$ cat src/rtl/register_file_pkg.sv
`default_nettype none
// ============================================================================
//  Module      : register_file_pkg
//  Description : Shared sizing constants and word typedefs for the Simple
//                RISC register file and the benches that drive it.
//                DATA_W    - register and bus width
//                REG_COUNT - number of general-purpose registers
//                ADDR_W    - register address width, log2(REG_COUNT)
//  Revision    : 1.0 - initial release
// ============================================================================
package register_file_pkg;

    localparam int DATA_W    = 32;
    localparam int REG_COUNT = 16;
    localparam int ADDR_W    = $clog2(REG_COUNT);

    typedef logic [DATA_W-1:0] word_t;
    typedef logic [ADDR_W-1:0] addr_t;

endpackage : register_file_pkg
`default_nettype wire

$ cat src/rtl/register_file.sv
`default_nettype none
// ============================================================================
//  Module      : register_file
//  Description : 16 x 32-bit general-purpose register file with two
//                registered read ports and one synchronous write port,
//                all gated by a stage enable. R0 is an ordinary register.
//  Ports       :
//    clock           in   system clock, rising-edge active
//    reset           in   asynchronous active-low reset, clears all state
//    RA, RB          in   read addresses for ports A and B
//    RW              in   write address
//    EnW             in   write enable
//    BusW            in   write data
//    EN              in   stage enable, gates both reads and writes
//    BusA, BusB      out  registered read data
//    registers_array out  live combinational view of every register
//  Revision    : 1.0 - initial release
// ============================================================================
module register_file
    import register_file_pkg::*;
(
    input  logic  clock,
    input  logic  reset,
    input  addr_t RA,
    input  addr_t RB,
    input  addr_t RW,
    input  logic  EnW,
    input  word_t BusW,
    input  logic  EN,
    output word_t BusA,
    output word_t BusB,
    output word_t registers_array [REG_COUNT]
);

    word_t regs_q [REG_COUNT];
    word_t regs_d [REG_COUNT];
    word_t bus_a_q;
    word_t bus_a_d;
    word_t bus_b_q;
    word_t bus_b_d;

    // ------------------------------------------------------------------
    // Write process: only the addressed entry may change, and only when
    // both the stage and the write port are enabled.
    // ------------------------------------------------------------------
    always_comb begin
        regs_d = regs_q;
        if (EN && EnW) begin
            regs_d[RW] = BusW;
        end
    end

    always_ff @(posedge clock or negedge reset) begin
        if (!reset) begin
            for (int i = 0; i < REG_COUNT; i++) begin
                regs_q[i] <= '0;
            end
        end else begin
            regs_q <= regs_d;
        end
    end

    // ------------------------------------------------------------------
    // Read/output process: reads sample regs_q (the pre-edge contents),
    // which gives read-before-write when RA/RB match RW on the same edge.
    // ------------------------------------------------------------------
    always_comb begin
        bus_a_d = bus_a_q;
        bus_b_d = bus_b_q;
        if (EN) begin
            bus_a_d = regs_q[RA];
            bus_b_d = regs_q[RB];
        end
    end

    always_ff @(posedge clock or negedge reset) begin
        if (!reset) begin
            bus_a_q <= '0;
            bus_b_q <= '0;
        end else begin
            bus_a_q <= bus_a_d;
            bus_b_q <= bus_b_d;
        end
    end

    assign BusA            = bus_a_q;
    assign BusB            = bus_b_q;
    assign registers_array = regs_q;

endmodule : register_file
`default_nettype wire

$ cat config.mk
export PLATFORM = sky130hd
export DESIGN_NAME = register_file
export DESIGN_NICKNAME = d
export VERILOG_FILES = /design/src/rtl/register_file_pkg.sv /design/src/rtl/register_file.sv
export SDC_FILE = /design/constraint.sdc
export NUM_CORES = 1
export LEC_CHECK = 0
export ABC_AREA = 1
export ABC_CLOCK_PERIOD_IN_PS = 1000
export BUFFER_PORTS_ARGS = -buffer_cell sky130_fd_sc_hd__buf_2
export CORE_MARGIN = 10
export CORE_UTILIZATION = 50
export DETAILED_ROUTE_END_ITERATION = 6
export PLACE_DENSITY = 0.78
export SETUP_SLACK_MARGIN = 0.4
export SLEW_MARGIN = 20
export SYNTH_ARGS = -nofsm -noshare
export SYNTH_HDL_FRONTEND = slang
export SYNTH_SLANG_ARGS = --single-unit
$ cat constraint.sdc
create_clock -name clock -period 1 [get_ports clock]
set_input_delay 0.05 -clock clock [delete_from_list [all_inputs] [get_ports clock]]
set_output_delay 0.05 -clock clock [all_outputs]
set_load 0.01 [all_outputs]
==> flow_metrics.py, run 1 <==
metrics = {
    "clock_network": {
        "cts_max_level": 3,
        "cts_max_path_buffers": 3,
        "numClockSinks": 576,
        "cts_root_buf": "clkbuf_16",
        "cts_buffers": 66,
    },
    "global_route": {
        "grt-ovfl-total": 558,
        "grt_start_max_net_pins": 81,
        "grt_pass1_vias": 56800,
        "grt_pass1_wl_mm": 386,
        "grt_use_total_pct": 73.1,
    },
    "synth": {
        "synthDistinctLibCells": 16,
        "synthesis.area_mm2": 0.0304,
        "yosysSeqAreaShare_pct": 47.4,
        "avgSynthCellArea_um2": 7.02,
        "synth_fp_nets": 4376,
        "ys_ff_latch": 576,
        "yosysWarnings": 0,
        "netlist_instances": 4328,
    },
    "floorplanning": {
        "ios": 624,
        "start_util_pct": 50.4,
        "die_w_um": 267,
        "die_h_um": 267,
        "rows": 90,
    },
    "placed_design": {
        "dp_hpwl_mm": 105,
        "place.gp.congestion": 1.07,
        "port_buffers": 623,
    },
    "outcome": {
        "tool.error": "[ERROR GRT-0116] Global routing finished with congestion. Check the congestion regions in the DRC Viewer.",
        "stop_stage": "5_1_grt",
        "status": "did not finish",
    },
}
[per-layer routing]
metal  GRT overflow  track usage, %
met1              6            71.0
met2            294            89.9
met3              4            59.3
met4            253            74.8
met5              1            26.8
[through the flow]
| step | worst slack (ns) | hold WS [ns] | std cells | instance area (µm²) | setup TNS [ns] |
|---|---|---|---|---|---|
| after CTS | -0.400 | -0.553 | 6942 | 53800 | -182.87 |
| after detailed placement | -0.343 | -0.0860 | 6203 | 40800 | -114.75 |
| after global placement | -0.338 | -0.0877 | 6203 | 40800 | -100.86 |
| after floorplan | 0.0157 | -0.246 | 4328 | 31100 | 0 |
[cells by family after synthesis]
kind of cell,share of synthesized area [%]
flops,47.4
simple gates,38.5
compound gates,8.43
buf+inv,5.66
[Yosys cell counts]
| cell | instances | area, µm² |
|---|---|---|
| nand2_1 | 2059 | 7730 |
| clkbuf_1 | 197 | 739 |
| buf_1 | 30 | 113 |
| nor2_1 | 2 | 7.51 |
| buf_2 | 94 | 470 |
| dfrtp_1 | 576 | 14400 |
| nor2_2 | 4 | 25.0 |
| nand3_1 | 768 | 3840 |
| nor3_4 | 1 | 16.3 |
| nand2_2 | 5 | 31.3 |
| buf_4 | 30 | 225 |
| o21ai_0 | 468 | 2340 |
| inv_2 | 5 | 18.8 |
| o21ai_1 | 44 | 220 |
| nand3_2 | 4 | 40.0 |
| inv_1 | 41 | 154 |
[what timing repair did]
action                     4_1_cts
hold buffers                    31
hold endpoints to repair      1086
resized for setup             1344
pin swaps                      113
buffers inserted               591
setup endpoints to repair     1152
==> run 2: changes to the inputs <==
--- a/config.mk
+++ b/config.mk
@@ -6,13 +6,12 @@
 export NUM_CORES = 1
 export LEC_CHECK = 0
 export ABC_AREA = 1
-export ABC_CLOCK_PERIOD_IN_PS = 1000
+export ABC_CLOCK_PERIOD_IN_PS = 1300
 export BUFFER_PORTS_ARGS = -buffer_cell sky130_fd_sc_hd__buf_2
 export CORE_MARGIN = 10
-export CORE_UTILIZATION = 50
+export CORE_UTILIZATION = 40
 export DETAILED_ROUTE_END_ITERATION = 6
-export PLACE_DENSITY = 0.78
-export SETUP_SLACK_MARGIN = 0.4
+export PLACE_DENSITY_LB_ADDON = 0.15
 export SLEW_MARGIN = 20
 export SYNTH_ARGS = -nofsm -noshare
 export SYNTH_HDL_FRONTEND = slang
==> constraint.sdc (replaced) <==
create_clock -name clock -period 1.3 [get_ports clock]
set_input_delay 0.065 -clock clock [delete_from_list [all_inputs] [get_ports clock]]
set_output_delay 0.065 -clock clock [all_outputs]
set_load 0.01 [all_outputs]
==> flow_metrics.py, run 2 <==
metrics = {
    "route": {
        "drt-met1-wl_mm": 58.2,
        "wl_mm": 154,
        "top_layer": "met5",
        "wire_per_inst_um": 24.3,
        "antenna_left": 0,
        "wl_met3_mm": 15.5,
        "drtIter0Drc": 4663,
        "met2WireLength_mm": 70.3,
        "drc": 0,
        "first_pass_iters": 6,
        "viasPerCell": 5.64,
        "num_vias": 35700,
    },
    "floorplanning": {
        "die_area_mm2": 0.0874,
        "rows": 101,
        "coreArea_mm2": 0.0756,
        "die_h_um": 296,
        "start_util_pct": 40.2,
        "die_w_um": 296,
        "ios": 624,
    },
    "clock_network": {
        "cts_max_level": 3,
        "numClockSinks": 576,
        "cts.clk_slew.worst_paths_ns": 0.06,
        "cts_buffers": 68,
        "cts_root_buf": "clkbuf_16",
        "cts_tree": "done",
        "clk_latency_ns": 0.61,
        "cts_max_path_buffers": 3,
    },
    "cells_and_area": {
        "nFillCells": 6994,
        "fin_area_mm2": 0.0430,
        "syn_to_final_growth_pct": 41.6,
        "final_common_cell": "nand2_1",
        "multiInputGateArea_mm2": 0.0146,
        "largest_reg_flops": 512,
        "fin_cells": 6329,
        "drive_above_1_share_pct": 30.0,
        "finalNetCount": 5345,
        "final-seq-area_mm2": 0.0146,
        "final_cell_mix": "2006 x nand2_1, 730 x nand3_1, 509 x buf_2, 468 x o21ai_0, 451 x buf_4",
        "utilization_pct": 56.9,
    },
    "global_route": {
        "grt-ovfl-total": 0,
        "grt_use_total_pct": 34.1,
        "grt_pass1_vias": 33300,
        "grt_pass1_wl_mm": 225,
        "grt_start_max_net_pins": 68,
        "antenna_found_initial": 8,
    },
    "sta": {
        "drv_slew": 0,
        "finalSetupViolCount": 26,
        "fin_ws_ns": -0.0744,
        "clock_skew_ns": 0.0234,
        "worst_pin_slew_ns": 0.581,
        "rsz0062_at_grt": "yes",
        "post-route-min-period_ns": 1.37,
        "finalHoldViolations": 0,
        "finalCritPeriodShare_pct": 106,
        "max_freq_mhz": 728,
        "timing.slew.headroom_pct": 61.2,
    },
    "worst_setup_path": {
        "rr_startpoint": "registers_array[508]$_DFFE_PN0P_",
        "r2r_slack_ns": 0.03,
        "worstRegToRegCells": 9,
        "critical_path.max_fanout": 2,
        "worstPathArrival_ns": 1.31,
        "crit_type": "register to output port",
        "critPathLaunchType": "register",
        "rr_endpoint": "BusB[28]$_DFFE_PN0P_",
        "end_kind": "output port",
        "required_ns": 1.24,
    },
    "power": {
        "leakage_uw": 0.0221,
        "p_int_uw": 42600,
        "p_clk_share_pct": 30.4,
        "ir_worst_vdd_mv": 1.15,
        "switching_power_uw": 23600,
        "share_comb_of_total_power_pct": 31.3,
        "p_seq_share_pct": 38.3,
        "switching_share_pct": 35.7,
        "cellPowerDensity_mw_per_mm2": 1540,
    },
    "placed_design": {
        "dp_hpwl_mm": 105,
        "dp_cells": 5880,
        "port_buffers": 623,
        "place_ws_ns": -0.106,
        "place_area_mm2": 0.0368,
        "place.gp.congestion": 0.956,
    },
    "synth": {
        "yosysSeqAreaShare_pct": 47.4,
        "async_reset_ff_share_pct": 100,
        "synth.top_cell.area_share_pct": 47.4,
        "yosysWarnings": 0,
        "synth_edf_count": 0,
        "synth_fp_nets": 4376,
        "synthesis.area_mm2": 0.0304,
        "synthDistinctLibCells": 16,
        "synth_ff_type": "dfrtp_1",
        "yosys-top-cells-area": "dfrtp_1 47%, nand2_1 25%, nand3_1 13%",
        "avgSynthCellArea_um2": 7.02,
        "yosysMostFrequentCell": "nand2_1",
        "netlist_instances": 4328,
        "ys_ff_latch": 576,
        "yosys.area.top_type": "dfrtp_1",
        "synth_common_cells": "2059 x nand2_1, 768 x nand3_1, 576 x dfrtp_1",
    },
    "hold_path": {
        "worstHoldPathCells": 3,
        "min_from": "BusW[4]",
        "hp-class": "input port to register",
        "whs_endpoint": "registers_array[356]$_DFFE_PN0P_",
    },
    "outcome": {
        "violations": "negative setup slack",
        "status": "finished, violations left",
    },
    "run": {
        "drv_cap": 0,
    },
}
==> run 2: cell counts after synthesis <==
No cell type changed its count.
==> run 2: metal layers <==
| layer | vias to the layer above | GRT usage (%) |
|---|---|---|
| li1 | 16000 | - |
| met2 | 2296 | 54.2 |
| met1 | 16900 | 42.9 |
| met4 | 4 | 19.4 |
| met5 | - | 0 |
| met3 | 472 | 6.88 |
==> run 2: worst max path at each step <==
stage | startpoint | endpoint | slack, ns | depth (start not counted)
finish | registers_array[41]$_DFFE_PN0P_ | registers_array[41] | -0.07 | 2
global placement | RB[0] | BusB[9]$_DFFE_PN0P_ | -0.09 | 12
floorplan | RB[0] | BusB[2]$_DFFE_PN0P_ | 0.20 | 12
CTS | registers_array[41]$_DFFE_PN0P_ | registers_array[41] | -0.08 | 2
detailed placement | RB[0] | BusB[9]$_DFFE_PN0P_ | -0.11 | 12
global route | registers_array[41]$_DFFE_PN0P_ | registers_array[41] | -0.09 | 2
==> run 2: worst max-delay path, stage by stage (launching register included) <==
cell	delay, ns
dfrtp_2	0.45
buf_6	0.14
buf_6	0.11
==> run 2: metrics by stage <==
stage | power (µW) | TNS (ns) | hold slack [ns]
after floorplan | 32300 | 0 | -0.231
final | 66300 | -0.648 | 0.0570
after global routing | 69100 | -1.66 | 0.0655
after global placement | 41700 | -0.719 | -0.0774
after detailed placement | 41900 | -1.65 | -0.0741
after CTS | 65100 | -1.52 | 0.00502
==> run 2: final cells by class <==
class / count / share of cell area [%]
flip-flops and latches: 576 / 34.0
multi-input cells: 3355 / 34.0
repair buffers: 1250 / 23.4
clock buffers: 97 / 4.73
well taps: 978 / 2.84
clock inverters: 23 / 0.666
inverters: 46 / 0.456
diodes: 4 / 0.0233
==> run 2: power groups by stage <==
| stage | combinational (µW) | sequential, µW | clock (µW) |
|---|---|---|---|
| final | 20700 | 25400 | 20100 |
| after floorplan | 6510 | 25800 | 0 |
| after detailed placement | 16000 | 25900 | 0 |
| after global routing | 22600 | 25600 | 20900 |
| after CTS | 19700 | 25100 | 20300 |
| after global placement | 15700 | 26000 | 0 |
==> run 2: cells by family (layout without fill, tap and decap cells) <==
kind of cell           after synthesis  in the layout  synth area share, %
AOI/OAI and AO/OA                  512            512                 8.43
buffers and inverters              397           1416                 5.66
other                                0              4                    0
DFF                                576            576                 47.4
and+or+nand+nor                   2843           2843                 38.5
==> run 2: what timing repair did <==
item,CTS,global route
setup endpoints to repair,324,169
pin swaps,0,64
resized for setup,250,172
buffers inserted,283,51
endpoints found under the hold margin,1042,0
hold buffers,33,0
(Power assumes the default switching activity.)
